### config.mk
export PLATFORM = sky130hd
export DESIGN_NAME = marquee_scroller_n
export DESIGN_NICKNAME = d
export VERILOG_FILES = /design/src/rtl/marquee_scroller_n.sv
export SDC_FILE = /design/constraint.sdc
export NUM_CORES = 1
export LEC_CHECK = 0
export CORE_MARGIN = 5
export CORE_UTILIZATION = 42
export DETAILED_ROUTE_END_ITERATION = 10
export HOLD_SLACK_MARGIN = 0.15
export PLACE_DENSITY = 0.75
export RECOVER_POWER = 25
export SYNTH_ARGS = -nofsm -noshare
export SYNTH_HDL_FRONTEND = slang
export SYNTH_SLANG_ARGS = --single-unit
### constraint.sdc
create_clock -name CLK -period 2.8 [get_ports CLK]
set_input_delay 0.28 -clock CLK [delete_from_list [all_inputs] [get_ports CLK]]
set_output_delay 0.28 -clock CLK [all_outputs]
set_load 0.1 [all_outputs]
### src/rtl/marquee_scroller_n.sv
`default_nettype none
// ============================================================================
// Module   : marquee_scroller_n
// Brief    : N-digit multiplexed active-low 7-segment marquee with a runtime
//            loadable message and a rotating LED bar. Optional bounce
//            (ping-pong) scrolling is compiled in by defining MARQUEE_BOUNCE_EN.
// Revision : 1.0 - initial release
// ============================================================================
module marquee_scroller_n #(
    parameter int                     NUM_DIGITS = 4,
    parameter int                     MSG_CHARS  = 8,
    parameter int                     TICKS_SLOW = 50000000,
    parameter int                     TICKS_FAST = 25000000,
    parameter int                     MUX_TICKS  = 250000,
    parameter int                     LED_W      = 8,
    parameter logic [7*MSG_CHARS-1:0] MSG_INIT   = {MSG_CHARS{7'h7F}},
    parameter logic [LED_W-1:0]       LED_INIT   = 8'b11111000
) (
    input  logic                   CLK,
    input  logic                   RST_N,
    input  logic                   EN,
    input  logic                   SPEED,
    input  logic                   DIR,
    input  logic                   MODE,
    input  logic                   LOAD,
    input  logic [7*MSG_CHARS-1:0] MSG_IN,
    output logic [6:0]             DISP,
    output logic [NUM_DIGITS-1:0]  AN,
    output logic [LED_W-1:0]       LEDs,
    output logic                   STEP
);

    localparam int c_OFS_W  = (MSG_CHARS  > 1) ? $clog2(MSG_CHARS)  : 1;
    localparam int c_SEL_W  = (NUM_DIGITS > 1) ? $clog2(NUM_DIGITS) : 1;
    localparam int c_SLOT_W = (MUX_TICKS  > 1) ? $clog2(MUX_TICKS)  : 1;
    localparam int c_SUM_W  = c_OFS_W + 1;

    localparam logic [c_OFS_W-1:0]  c_OFS_ONE   = c_OFS_W'(1);
    localparam logic [c_OFS_W-1:0]  c_OFS_LAST  = c_OFS_W'(MSG_CHARS - 1);
    localparam logic [c_SEL_W-1:0]  c_SEL_ONE   = c_SEL_W'(1);
    localparam logic [c_SEL_W-1:0]  c_SEL_LAST  = c_SEL_W'(NUM_DIGITS - 1);
    localparam logic [c_SLOT_W-1:0] c_SLOT_ONE  = c_SLOT_W'(1);
    localparam logic [c_SLOT_W-1:0] c_SLOT_LAST = c_SLOT_W'(MUX_TICKS - 1);
    localparam logic [31:0]         c_TICKS_SLOW = 32'(TICKS_SLOW);
    localparam logic [31:0]         c_TICKS_FAST = 32'(TICKS_FAST);
    localparam logic [c_SUM_W-1:0]  c_SUM_CHARS = c_SUM_W'(MSG_CHARS);
    localparam logic [c_SUM_W-1:0]  c_SUM_LEFT  = c_SUM_W'(NUM_DIGITS - 1);

    logic [7*MSG_CHARS-1:0] r_msg;
    logic [c_OFS_W-1:0]     r_ofs;
    logic [31:0]            r_tcnt;
    logic [c_SLOT_W-1:0]    r_slot;
    logic [c_SEL_W-1:0]     r_sel;
    logic [NUM_DIGITS-1:0]  r_an;
    logic [6:0]             r_disp;
    logic [LED_W-1:0]       r_leds;
    logic                   r_step;

    logic [31:0]            w_period;
    logic                   w_tick;
    logic                   w_step;
    logic [c_OFS_W-1:0]     w_ofs_inc;
    logic [c_OFS_W-1:0]     w_ofs_dec;
    logic [c_OFS_W-1:0]     w_ofs_nxt;
    logic [LED_W-1:0]       w_rot_l;
    logic [LED_W-1:0]       w_rot_r;
    logic [LED_W-1:0]       w_leds_nxt;
    logic [c_SUM_W-1:0]     w_char_idx;
    logic [6:0]             w_char;
    logic [NUM_DIGITS-1:0]  w_an_nxt;

    assign DISP = r_disp;
    assign AN   = r_an;
    assign LEDs = r_leds;
    assign STEP = r_step;

    // The step timer free-runs; comparing with >= lets a lowered period take
    // effect on the very next cycle instead of waiting for a 32-bit wrap.
    assign w_period = SPEED ? c_TICKS_FAST : c_TICKS_SLOW;
    assign w_tick   = (r_tcnt >= (w_period - 32'd1));
    assign w_step   = w_tick & EN & ~LOAD;

    assign w_ofs_inc = (r_ofs == c_OFS_LAST) ? '0 : r_ofs + c_OFS_ONE;
    assign w_ofs_dec = (r_ofs == '0) ? c_OFS_LAST : r_ofs - c_OFS_ONE;

    generate
        if (LED_W > 1) begin : g_rot_multi
            assign w_rot_l = {r_leds[LED_W-2:0], r_leds[LED_W-1]};
            assign w_rot_r = {r_leds[0], r_leds[LED_W-1:1]};
        end else begin : g_rot_single
            assign w_rot_l = r_leds;
            assign w_rot_r = r_leds;
        end
    endgenerate

`ifdef MARQUEE_BOUNCE_EN
    typedef enum logic [0:0] {
        BDIR_UP   = 1'b0,
        BDIR_DOWN = 1'b1
    } bdir_t;

    localparam logic [c_OFS_W-1:0] c_OFS_MAX = c_OFS_W'(MSG_CHARS - NUM_DIGITS);

    bdir_t r_bdir;
    bdir_t w_bdir_nxt;

    always_ff @(posedge CLK or negedge RST_N) begin
        if (!RST_N) begin
            r_bdir <= BDIR_UP;
        end else if (LOAD) begin
            r_bdir <= BDIR_UP;
        end else begin
            r_bdir <= w_bdir_nxt;
        end
    end
`else
    logic w_mode_unused;
    assign w_mode_unused = MODE;
`endif

    always_comb begin
        w_ofs_nxt  = r_ofs;
        w_leds_nxt = r_leds;
`ifdef MARQUEE_BOUNCE_EN
        w_bdir_nxt = r_bdir;
`endif
        if (w_step) begin
`ifdef MARQUEE_BOUNCE_EN
            if (MODE) begin
                if (r_ofs > c_OFS_MAX) begin
                    // Entering bounce from a wrap position beyond the range.
                    w_ofs_nxt  = c_OFS_MAX;
                    w_bdir_nxt = BDIR_DOWN;
                    w_leds_nxt = w_rot_r;
                end else if (c_OFS_MAX == '0) begin
                    w_leds_nxt = (r_bdir == BDIR_UP) ? w_rot_l : w_rot_r;
                    w_bdir_nxt = (r_bdir == BDIR_UP) ? BDIR_DOWN : BDIR_UP;
                end else if (r_bdir == BDIR_UP) begin
                    if (r_ofs == c_OFS_MAX) begin
                        w_bdir_nxt = BDIR_DOWN;
                        w_ofs_nxt  = w_ofs_dec;
                        w_leds_nxt = w_rot_r;
                    end else begin
                        w_ofs_nxt  = w_ofs_inc;
                        w_leds_nxt = w_rot_l;
                    end
                end else begin
                    if (r_ofs == '0) begin
                        w_bdir_nxt = BDIR_UP;
                        w_ofs_nxt  = w_ofs_inc;
                        w_leds_nxt = w_rot_l;
                    end else begin
                        w_ofs_nxt  = w_ofs_dec;
                        w_leds_nxt = w_rot_r;
                    end
                end
            end else
`endif
            begin
                w_ofs_nxt  = DIR ? w_ofs_inc : w_ofs_dec;
                w_leds_nxt = DIR ? w_rot_l : w_rot_r;
            end
        end
    end

    // Digit shown under SEL is (NUM_DIGITS-1-SEL) from the left; the sum is
    // below 2*MSG_CHARS, so one conditional subtract gives the modulo.
    always_comb begin
        w_char_idx = {1'b0, r_ofs} + c_SUM_LEFT - c_SUM_W'(r_sel);
        if (w_char_idx >= c_SUM_CHARS) begin
            w_char_idx = w_char_idx - c_SUM_CHARS;
        end
        w_char = 7'h7F;
        for (int k = 0; k < MSG_CHARS; k++) begin
            if (w_char_idx == c_SUM_W'(k)) begin
                w_char = r_msg[7*(MSG_CHARS-1-k) +: 7];
            end
        end
        for (int k = 0; k < NUM_DIGITS; k++) begin
            w_an_nxt[k] = (r_sel != c_SEL_W'(k));
        end
    end

    always_ff @(posedge CLK or negedge RST_N) begin
        if (!RST_N) begin
            r_msg  <= MSG_INIT;
            r_ofs  <= '0;
            r_tcnt <= '0;
            r_slot <= '0;
            r_sel  <= c_SEL_LAST;
            r_an   <= '1;
            r_disp <= 7'h7F;
            r_leds <= LED_INIT;
            r_step <= 1'b0;
        end else begin
            r_an   <= w_an_nxt;
            r_disp <= w_char;

            if (r_slot == c_SLOT_LAST) begin
                r_slot <= '0;
                r_sel  <= (r_sel == '0) ? c_SEL_LAST : r_sel - c_SEL_ONE;
            end else begin
                r_slot <= r_slot + c_SLOT_ONE;
            end

            if (LOAD) begin
                r_msg  <= MSG_IN;
                r_ofs  <= '0;
                r_tcnt <= '0;
                r_leds <= LED_INIT;
                r_step <= 1'b0;
            end else begin
                r_tcnt <= w_tick ? '0 : r_tcnt + 32'd1;
                r_ofs  <= w_ofs_nxt;
                r_leds <= w_leds_nxt;
                r_step <= w_step;
            end
        end
    end

endmodule
`default_nettype wire
* Yosys cells after proc, flatten, opt, wreduce, memory -nomap -nowiden
Index checks and enable logic that the tools add are counted.
Word-level totals: bits in registers 131, latch bits 0, memory bits (writable) 0, bits in read-only memories 0, input port bits 63, output and inout bits 20, word-level logic and storage cells 63, memories kept 0
Operators by class: add/sub/neg operators 9, $mul 0, div/mod/pow operators 0, magnitude comparators 2, equality and inequality tests 12, shift operators 0, multiplexer cells 23, bitwise operators 3, reduce and logical (&&, ||, !) cells 5
Operator list (number):
- $mux 32 | 2
- $mux 7 | 8
- $add 32x1->32 const B | 1
- $ge 32x32->1 | 1
- $sub 26x1->27 const B | 1
- $mux 26 | 1
- $mux 8 | 3
- $add 18x1->18 const B | 1
- $eq 18x18->1 const B | 1
- $mux 18 | 1
- $eq 4x3->1 const B | 4
- $mux 3 | 5
- $eq 4x2->1 const B | 2
- $add 3x2->4 const B | 1
- $eq 4x1->1 const B | 1
- $ge 4x4->1 const B | 1
- $logic_not 4->1 | 1
- $mux 4 | 1
- $ne 2x2->1 const B | 2
- $reduce_bool 2->1 | 2
- $sub 4x2->4 | 1
- $sub 4x4->4 const B | 1
- $add 3x1->3 const B | 1
- $eq 3x3->1 const B | 1
- 9 further kinds | 10

* Longest topological paths before layout
depth in word-level cells 13, mapped depth 10, mapped depth without buffers 9

* Least setup slack after synthesis
No wires, ideal clock.
kind register to register, from register r_sel[1], to register r_disp[5] (netlist: DISP[5]), library setup time 0.082 ns, data arrival time 2.314 ns, data required time 2.718 ns, setup slack 0.405 ns, cell stages (with the launch flop) 10, path buffers 3, period minus slack after synthesis 2.395 ns, path through dfstp_2 > inv_1 > ha_1 > ha_1 > clkbuf_1 > buf_2 > buf_2 > mux2i_1 > nor2_1 > a211o_1
Between the ends: longest elaborated chain between the ends 12, elaborated cells on any way between the ends 20, those cells by class add/sub: 2; order compare: 1; eq/ne: 7; mux: 9; reduce/logical: 1
Ends and longest elaborated chain:
- start, declared | line 53 | logic [c_SEL_W-1:0] r_sel;
- start signal, assigned | line 190 | r_sel <= c_SEL_LAST;
- start signal, assigned | line 201 | r_sel <= (r_sel == '0) ? c_SEL_LAST : r_sel - c_SEL_ONE;
- $sub 4x2->4 * | line 169 | w_char_idx = {1'b0, r_ofs} + c_SUM_LEFT - c_SUM_W'(r_sel);
- $sub 4x4->4 / $ge 4x4->1 (equally long branches) | line 171, 170
- $mux 4 * | line 170 | if (w_char_idx >= c_SUM_CHARS) begin
- $logic_not 4->1 | line 175 | if (w_char_idx == c_SUM_W'(k)) begin
- $mux 7 (7 in a row) | line 175
- $mux 7 * | line 175
- named net w_char[5] | line 69 | logic [6:0] w_char;
- end signal, assigned | line 197 | r_disp <= w_char;
- end, declared | line 55 | logic [6:0] r_disp;
Mark *: on every way through the listed nets, which the timed path passes. The rest lies on a longest branch. A chain may end at the register's enable or synchronous reset.

* Final worst setup path
from register r_sel[1], to register r_disp[1] (netlist: DISP[1])
Same word-level chain as after synthesis.

==> results.cfg <==
[timing]
tns_ns = 0
finalSetupViolations = 0
slew_viol_final = 77
rsz0062_at_grt = no
fmax_mhz = 377.2
post-route-min-period_ns = 2.651
hold_viol = 0
relSlewSlack_pct = -13.05
clock_skew_ns = 0.006329
finalCritPeriodShare_pct = 94.67
tightest_slew_ns = 1.696

[power]
p_per_area_nw_per_um2 = 742.8
power_leakage_uw = 0.003292
fin_total_pwr_uw = 5841
ir_drop_mv = 0.4985

[global_route]
antenna_found_initial = 0
grtUsageTotal_pct = 15.67
gr-total-overflow = 0
grt_pass1_wl_um = 22270
grt_pass1_vias = 4575
grt_max_degree = 77

[flow_run]
maxCapViolCount = 1

[clocking]
post-cts-setup-buffers = 0
cts_tree = done
root_buffer = clkbuf_16
cts_max_level = 4
clk_latency_ns = 0.42
clk_path_buf_depth = 2
cts_sinks = 131
cts_made_buffers = 17
clk_pin_slew_ns = 0.05

[die]
core-area_um2 = 14590
ioPinCount = 83
start_util_pct = 43.13
die-area_um2 = 17530
die_h_um = 132.4
die_x_um = 132.4
num_rows = 44

[cells_and_area]
stdcell_area_um2 = 7864
regArea_um2 = 3371
multiInputGateArea_um2 = 2760
antenna-diode-count = 0
final_layout_size_suffix_gt1_share_pct = 31.62
fill_cells = 1213
nets = 714
areaGrowthSynthToFinish_pct = 24.98

[synthesis]
async_reset_ff_share_pct = 100.0
synth_simple_gate_area_share_pct = 12.47
synth_top_family_by_area = multiplexers
avgSynthCellArea_um2 = 11.74
ys_seq_area_share_pct = 53.57
syn_area_um2 = 6292
synth_compound_area_share_pct = 7.158
ys_warn_count = 0
synth_cell_type_count = 50
synth_fa_ha_area_share_pct = 4.375
synthMuxAreaShare_pct = 13.56
ys_ff_latch = 131
synth_top_flop_cell = dfstp_2
synthesis.instances = 536
synth-edff-count = 0
synth_xor_area_share_pct = 5.707

[routing]
drc = 0
drtIter0Drc = 259
vias = 4300
vias_per_cell = 5.206
drtPass1Iterations = 4
wirelength_um = 13140
wire_per_inst_um = 15.91
antenna_left = 0

[setup_path]
critical_path_class = reg2reg
required_ns = 3.14
critPathSlowestCell = dfstp_2
crit_fanout = 7
path_cells = inv_1, ha_1, ha_1, mux2_2, o221ai_1, o21a_1, a21oi_1, a211o_1
cp.arrival_ns = 3.00
path_common_cell = ha_1
slowest_delay_ns = 0.55
worstSetupStartpointType = flip-flop
end_kind = flip-flop

[placement]
place_hpwl_um = 9232
portBuffers = 81
dpl-instance-area_um2 = 7278
place.gp.congestion = 0.7804

[status]
status = complete, but fails checks
violations = capacitance limit, slew limit

[min_path]
hp-class = in2reg
==> final timing paths <==
path | from | to | slack [ns] | depth (start not counted)
hold reg to reg | r_slot[17] | r_slot[17] | 0.47 | 1
min in group asynchronous | RST_N | r_slot[6] | 0.72 | 2
max in group asynchronous | RST_N | r_msg[48] | 1.03 | 3
setup reg to reg | r_sel[1] | DISP[1] | 0.15 | 8
setup / recovery | r_sel[1] | DISP[1] | 0.15 | 8
hold / removal | MSG_IN[33] | r_msg[33] | 0.39 | 3
==> through the flow <==
step / util (%) / std cells / setup WS (ns) / hold WS, ns
3_5_place_dp: 49.89 / 793 / 0.02340 / 0.3846
6_report: 53.90 / 826 / 0.1492 / 0.3899
2_1_floorplan: - / 540 / 0.4047 / -0.01559
5_1_grt: 53.90 / 826 / 0.03000 / 0.4101
3_3_place_gp: 49.89 / 793 / 0.09419 / 0.3691
4_1_cts: 54.02 / 826 / 0.1671 / 0.3630
==> logic make-up (layout without fill, tap and decap cells) <==
| logic type | Yosys count | after routing |
|---|---|---|
| buf+inv | 41 | 143 |
| simple gates | 160 | 160 |
| flops | 131 | 131 |
| fa+ha+maj | 22 | 22 |
| xor+xnor | 41 | 41 |
| compound gates | 65 | 65 |
| mux | 75 | 75 |
| other cells | 1 | 5 |
==> registers in the layout, indices dropped and copies added (netlist names) <==
name / count
r_msg: 56
r_tcnt: 32
r_slot: 18
LEDs: 8
DISP: 7
AN: 4
r_ofs: 3
r_sel: 2
STEP: 1
==> cell usage in the layout (no fill, tap or decap), drive strengths merged, types with 21 or more instances in the layout <==
cell type	count
xor2	27
nand3	21
dfstp	74
mux2	62
dfrtp	57
ha	22
nand2	31
clkdlybuf4s50	59
nor2	59
clkbuf	25
buf	31
==> routing by layer <==
layer  track usage [%]  share of wire [%]  vias to the layer above
met4             6.787                2.2                        0
met5                 0                  0                        -
met2             25.47                 51                       97
li1                  -                  -                     2067
met3             5.191                5.3                       23
met1             19.03                 42                     2113
==> power by group <==
part	switching [uW]	internal (uW)	total (uW)
clock network	795	1370	2170
registers	85.2	2150	2240
logic	919	518	1440
total	1800	4040	5840
==> cell usage after synthesis, types with 5 or more instances <==
library cell,n,area share [%]
mux2_2,62,11
nand2_1,31,1.8
xnor2_1,14,1.9
nor2b_1,10,0.99
a211oi_1,5,0.60
a211o_1,9,1.3
dfstp_2,74,31
and4_1,8,1.1
nor3_1,7,0.56
xor2_1,27,3.8
inv_1,18,1.1
a21oi_1,17,1.4
clkbuf_1,10,0.60
o21ai_0,8,0.64
dfrtp_1,57,23
nand3_1,21,1.7
buf_2,6,0.48
ha_1,22,4.4
nand4_1,8,0.80
mux2i_1,11,1.7
o21a_1,5,0.60
nor2_1,59,3.5
==> critical path, delay by kind of cell (launching register included) <==
kind,cells,cell delay (ns)
multiplexers,1,0.40
flip-flops,1,0.55
buffers and inverters,1,0.10
AO/OA/AOI/OAI,4,0.77
adder cells (fa/ha/maj),2,0.75
==> layout make-up <==
class / count / area share, %
clock buffer: 23 / 6.078
clock inverter: 9 / 1.321
inverter: 18 / 0.8592
multi-input combinational: 368 / 35.10
sequential: 131 / 42.86
tap: 184 / 2.928
timing repair buffer: 93 / 10.85
==> timing repair <==
action	4_1_cts	5_1_grt
hold buffers	1	0
endpoints found under the hold margin	42	0
setup endpoints to repair	1	0
gates resized for setup	1	0
No activity file was read; power rests on OpenSTA's default activity.
